File: config.mk
export PLATFORM = sky130hd
export DESIGN_NAME = fetch_driver
export DESIGN_NICKNAME = d
export VERILOG_FILES = /design/src/rtl/fetch_pkg.sv /design/src/rtl/fetch_watchdog.sv /design/src/rtl/fetch_driver.sv
export SDC_FILE = /design/constraint.sdc
export NUM_CORES = 1
export LEC_CHECK = 0
export CAP_MARGIN = 25
export CORE_AREA = 2 2 134 136
export CTS_BUF_LIST = sky130_fd_sc_hd__clkbuf_16
export DETAILED_ROUTE_END_ITERATION = 6
export DIE_AREA = 0 0 136 138
export GPL_ROUTABILITY_DRIVEN = 1
export PLACE_DENSITY = 0.66
export SLEW_MARGIN = 20
export SYNTH_ARGS = -nofsm -noshare
export SYNTH_HDL_FRONTEND = slang
export SYNTH_SLANG_ARGS = --single-unit
export TNS_END_PERCENT = 50
File: constraint.sdc
create_clock -name clk -period 11.9 [get_ports clk]
set_input_delay 1.785 -clock clk [delete_from_list [all_inputs] [get_ports clk]]
set_output_delay 1.785 -clock clk [all_outputs]
set_load 0.02 [all_outputs]
File: src/rtl/fetch_pkg.sv
// Shared types and constants for the instruction-fetch driver.
package fetch_pkg;

  typedef enum logic [2:0] {
    IDLE     = 3'd0,
    RUN      = 3'd1,
    REDIRECT = 3'd2,
    DONE     = 3'd3,
    ERROR    = 3'd4
  } fetch_state_t;

  localparam logic [1:0] ERR_NONE      = 2'd0;
  localparam logic [1:0] ERR_TIMEOUT   = 2'd1;
  localparam logic [1:0] ERR_CMISMATCH = 2'd2;

  localparam int unsigned ILEN_C = 2;
  localparam int unsigned ILEN_N = 4;
  localparam int unsigned CNT_W  = 16;

endpackage

File: src/rtl/fetch_watchdog.sv
// Stall watchdog: counts consecutive enabled cycles without a kick.
// expired is a same-cycle flag so the owner can react on the TIMEOUT-th stall.
module fetch_watchdog #(
  parameter int unsigned TIMEOUT = 64
) (
  input  logic clk,
  input  logic rst,
  input  logic enable,
  input  logic kick,
  output logic expired
);

  localparam int unsigned CW = (TIMEOUT < 2) ? 1 : $clog2(TIMEOUT);
  localparam logic [CW-1:0] LAST = CW'(TIMEOUT - 1);

  logic [CW-1:0] cnt;

  assign expired = enable && !kick && (cnt == LAST);

  // Stall counter; cleared whenever disabled or kicked
  always_ff @(posedge clk or posedge rst) begin
    if (rst) begin
      cnt <= '0;
    end else if (!enable || kick) begin
      cnt <= '0;
    end else if (cnt != LAST) begin
      cnt <= cnt + CW'(1);
    end
  end

endmodule

File: src/rtl/fetch_driver.sv
// Instruction-fetch driver: PC stream generation, retire, periodic redirects,
// compressed-flag check and stall watchdog.
// Optional: define FETCH_DRIVER_TRACE_EN to print a retire/redirect/terminal trace.
module fetch_driver
  import fetch_pkg::*;
#(
  parameter int unsigned       PC_W           = 64,
  parameter logic [PC_W-1:0]   RESET_PC       = '0,
  parameter int unsigned       MAX_INSTS      = 256,
  parameter int unsigned       REDIRECT_EVERY = 16,
  parameter longint            REDIRECT_OFF   = 'h40,
  parameter int unsigned       TIMEOUT        = 64
) (
  input  logic              clk,
  input  logic              rst,
  input  logic              start,
  output logic [PC_W-1:0]   pc,
  output logic              request,
  input  logic              inst_valid,
  input  logic              inst_compressed,
  input  logic [31:0]       inst,
  output logic              flush,
  output logic [CNT_W-1:0]  inst_count,
  output logic              done,
  output logic [1:0]        err
);

  localparam logic [CNT_W-1:0] MAX_CNT  = CNT_W'(MAX_INSTS);
  localparam int unsigned      RDIV     = (REDIRECT_EVERY == 0) ? 1 : REDIRECT_EVERY;
  localparam logic [CNT_W-1:0] RDIV_W   = CNT_W'(RDIV);
  localparam bit               REDIR_EN = (REDIRECT_EVERY != 0);
  localparam logic [PC_W-1:0]  OFF      = PC_W'(REDIRECT_OFF);

  fetch_state_t     state, state_d;
  logic [PC_W-1:0]  pc_d, pc_seq, pc_red;
  logic [CNT_W-1:0] cnt_d, cnt_inc;
  logic             done_d;
  logic [1:0]       err_d;
  logic             c_bad;
  logic             wd_expired;

  // Upper instruction bits only matter to the optional trace
  logic unused_inst;
  assign unused_inst = ^inst[31:2];

  fetch_watchdog #(.TIMEOUT(TIMEOUT)) u_wd (
    .clk     (clk),
    .rst     (rst),
    .enable  (state == RUN),
    .kick    (inst_valid),
    .expired (wd_expired)
  );

  // Next-state, next-pc, retire counter and sticky status
  always_comb begin
    state_d = state;
    pc_d    = pc;
    cnt_d   = inst_count;
    done_d  = done;
    err_d   = err;

    pc_seq  = pc + (inst_compressed ? PC_W'(ILEN_C) : PC_W'(ILEN_N));
    pc_red  = pc_seq + OFF;
    pc_red[0] = 1'b0;
    cnt_inc = (inst_count == '1) ? inst_count : inst_count + CNT_W'(1);
    c_bad   = inst_compressed != (inst[1:0] != 2'b11);

    case (state)
      IDLE: begin
        if (start) state_d = RUN;
      end
      RUN: begin
        if (inst_valid) begin
          if (c_bad) begin
            err_d   = ERR_CMISMATCH;
            state_d = ERROR;
          end else begin
            cnt_d = cnt_inc;
            if (cnt_inc == MAX_CNT) begin
              pc_d    = pc_seq;
              done_d  = 1'b1;
              state_d = DONE;
            end else if (REDIR_EN && ((cnt_inc % RDIV_W) == '0)) begin
              pc_d    = pc_red;
              state_d = REDIRECT;
            end else begin
              pc_d = pc_seq;
            end
          end
        end else if (wd_expired) begin
          err_d   = ERR_TIMEOUT;
          state_d = ERROR;
        end
      end
      REDIRECT: state_d = RUN;
      DONE:     state_d = DONE;
      ERROR:    state_d = ERROR;
      default:  state_d = IDLE;
    endcase
  end

  // State and registered outputs
  always_ff @(posedge clk or posedge rst) begin
    if (rst) begin
      state      <= IDLE;
      pc         <= RESET_PC;
      inst_count <= '0;
      done       <= 1'b0;
      err        <= ERR_NONE;
      request    <= 1'b0;
      flush      <= 1'b0;
    end else begin
      state      <= state_d;
      pc         <= pc_d;
      inst_count <= cnt_d;
      done       <= done_d;
      err        <= err_d;
      request    <= (state_d == RUN);
      flush      <= (state_d == REDIRECT);
    end
  end

`ifdef FETCH_DRIVER_TRACE_EN
  // Retire / redirect / terminal-state trace
  always @(posedge clk) begin
    if (!rst) begin
      if (state == RUN && inst_valid && !c_bad)
        $display("%t retire inst=%h c=%b pc=%h next=%h count=%0d",
                 $time, inst, inst_compressed, pc, pc_d, cnt_d);
      if (state == RUN && state_d == REDIRECT)
        $display("%t [redirect] target=%h", $time, pc_d);
      if (state != DONE && state_d == DONE)
        $display("%t [done] count=%0d", $time, cnt_d);
      if (state != ERROR && state_d == ERROR)
        $display("%t [error] code=%0d", $time, err_d);
    end
  end
`endif

endmodule

==> metrics.txt <==
total I/O pin count=122; WL/cell=18.2 um; H-tree depth=3; Post-Route Utilization=46.7%; endpoint type of the worst setup path=flip-flop; # Max-Cap Violations=0; GP Congestion=0.954; Mapped Area=6860 sq um; buffer depth of the longest clock path=2; cells taking the most area after synthesis=dfrtp_1 34%, xnor2_1 9.2%, nand2_1 4.7%; Site Rows=49; share of the yosys chip area belonging to registers=33.9%; count of mapped cells out of synthesis=838; ratio of routed vias to standard cells=5.98; insertion delay to the later sink of the worst-skew pair=0.37 ns; Resize count post-CTS=0; share of cells above drive strength 1=5.52%; Post-DRT Antenna Nets=0; area growth from synthesis to layout=19.3%; Total Nets Final=945; unrepaired setup endpoints after global routing=false; critical setup path kind=primary input to flip-flop; DP HPWL=14900 um; number of warnings reported in the yosys synthesis log=0; commonest non-fill, non-tap cell in the layout=dfrtp_1; crit path cell chain=clkdlybuf4s50_1 -> ha_1 -> fa_1 -> nand4_1 -> nor3_2 -> nand3_1 -> o32ai_1 -> a2bb2oi_1 -> nor4_4 -> or3b_1 -> nor4_1 -> a21oi_1 -> xnor2_1; slew at the pin closest to its max-slew limit=0.971 ns; skew final=0.0126 ns; largest area contributor in the netlist=dfrtp_1; number of buffers inserted during clock tree synthesis=9; max incr delay on CP=0.64 ns; syn_area_per_cell=8.19 sq um; power per standard cell area=104 nW/um^2; Top delay family on crit path=simple AND/OR/NAND/NOR gates; number of antenna violations at the first check in global routing=0; final count of hold timing violations=0; final global-route overflow total=0; dominant register cell in the synthesized netlist=dfrtp_1; top-area cell type share of the netlist area=33.9%; tightest slew margin relative to the limit=34.7%; worst path bufs/invs=1; initial core utilization=39.1%; data arrival time at the worst-slack endpoint=7.28 ns; commonest non-fill, non-tap cells in the layout=93 x dfrtp_1, 90 x clkdlybuf4s50_1, 86 x nand2_1; largest net degree at the start of global routing=59; register cell area after layout=2330 sq um; Hold/Removal Path Class=flip-flop to flip-flop; die extent in y=138 um; Worst Reg-to-Reg Cells=12; clock sinks=93; IR Drop Worst-Case VDD=84.3 uV; final total negative setup slack=0 ns; vias in the first global route=6413; portion of the clock cycle consumed by the worst path in the final layout=59.0%; data required time of the critical path=12.16 ns; Core Footprint=17500 sq um; chip width=136 um; minimum clock period=7.02 ns; synthesized flop and latch total=93; WP depth=13; category of the worst setup path launch point=primary input; clock slew seen by the registers of the worst setup and hold paths=0.07 ns; Yosys cell types=71; Setup violations, final=0; area of the die=18800 sq um; maximum fanout along the worst path=15; area of combinational cells with multiple inputs=4250 sq um; Post-CTS Hold Buffers=0; fraction of registers with async set or reset after synthesis=100%; clock tree from TritonCTS=built; number of iterations in the first detailed-routing pass=5; worst hold path cell count=1; Root Driver=clkbuf_16; syn_nets=881; WL final=20600 um; Critical-path top delay cell=nand4_1; First DRT Iteration DRCs=684; vias=6782; I/O Buffers=90; pins over their slew limit=0; first-pass GRT wire length=33700 um; number of buffers inserted by post-CTS setup repair=0; worst hold slack=0.476 ns; Antenna Diode Count=0; Post-route DRC=0; status=finished, final reports clean; timing-limited maximum frequency=142 MHz; global-route total usage across every layer=22.3%; Post-synth EDFFs=0; total power consumption of the routed design=0.853 mW; Filler Cells Inserted=1747; Leak=2.86 nW
where the power goes:
part | internal, mW | leakage (nW) | total [mW] | switching, mW
Sequential | 0.341 | 1.24 | 0.378 | 0.0375
Combinational | 0.0809 | 1.50 | 0.195 | 0.114
Clock | 0.142 | 0.129 | 0.279 | 0.137
flip-flops by register name, indices dropped and copies added, names as in the netlist:
| signal | cells |
|---|---|
| done | 1 |
| u_wd.cnt | 6 |
| flush | 1 |
| err | 2 |
| pc | 63 |
| request | 1 |
| inst_count | 16 |
| state | 3 |
worst reg2reg max path, delay by kind of cell, from the launching register on:
| kind | cells | cell delay, ns |
|---|---|---|
| xor gates and xnor gates | 1 | 0.14 |
| DFF | 1 | 0.43 |
| and+or+nand+nor | 6 | 3.18 |
| adders and majority gates | 2 | 0.74 |
| AOI/OAI and AO/OA | 3 | 0.85 |
logic make-up after synthesis:
group | Yosys count | synth area share (%)
XOR/XNOR | 96 | 12.3
AO/OA/AOI/OAI | 153 | 14.5
AND/OR/NAND/NOR | 413 | 32.6
multiplexers | 9 | 1.42
flip-flops | 93 | 33.9
other | 1 | 0.0546
adder cells (fa/ha/maj) | 6 | 1.20
buffers and inverters | 67 | 4.12
cells in the mapped netlist, types with 7 or more instances:
cell	count
dfrtp_1	93
nand2_1	86
xnor2_1	72
nor2_1	65
nand3_1	51
nand4_1	46
nor3_1	46
a21oi_1	38
o21ai_0	32
clkbuf_1	28
nor4_1	25
xor2_1	24
inv_1	21
and3_1	14
and4_1	14
buf_2	10
o22ai_1	10
nor2b_1	9
o31ai_1	8
nand2b_1	7
nand3b_1	7
or3_1	7
worst paths after layout:
| path | start | end | slack, ns |
|---|---|---|---|
| setup / recovery | inst_compressed | pc[63] | 4.88 |
| hold / removal | pc[63] | pc[63] | 0.48 |
| setup reg to reg | pc[1] | pc[63] | 6.44 |
| hold reg to reg | pc[63] | pc[63] | 0.48 |
| max in group asynchronous | rst | request | 9.01 |
| min in group asynchronous | rst | pc[50] | 1.79 |
area by class of cell:
cell class | count | area share (%)
timing repair buffer | 99 | 11.8
sequential | 93 | 28.4
inverter | 21 | 0.993
multi-input combinational | 678 | 51.9
clock inverter | 6 | 0.565
tap | 229 | 3.50
clock buffer | 9 | 2.75
routing by layer:
metal | GRT usage [%] | vias to the layer above | wire [um]
met5 | 0 | - | 0
met4 | 9.10 | 0 | 637
met3 | 5.02 | 57 | 1310
met2 | 34.7 | 263 | 9620
met1 | 29.9 | 3233 | 9040
li1 | - | 3229 | -
metrics by stage:
step | std cells | area, sq um | setup slack (ns)
3_5_place_dp | 1120 | 7920 | 4.66
4_1_cts | 1135 | 8190 | 5.03
2_1_floorplan | 838 | 6860 | 6.56
6_report | 1135 | 8190 | 4.88
5_1_grt | 1135 | 8190 | 4.62
3_3_place_gp | 1120 | 7920 | 4.71
(Power assumes the default switching activity.)
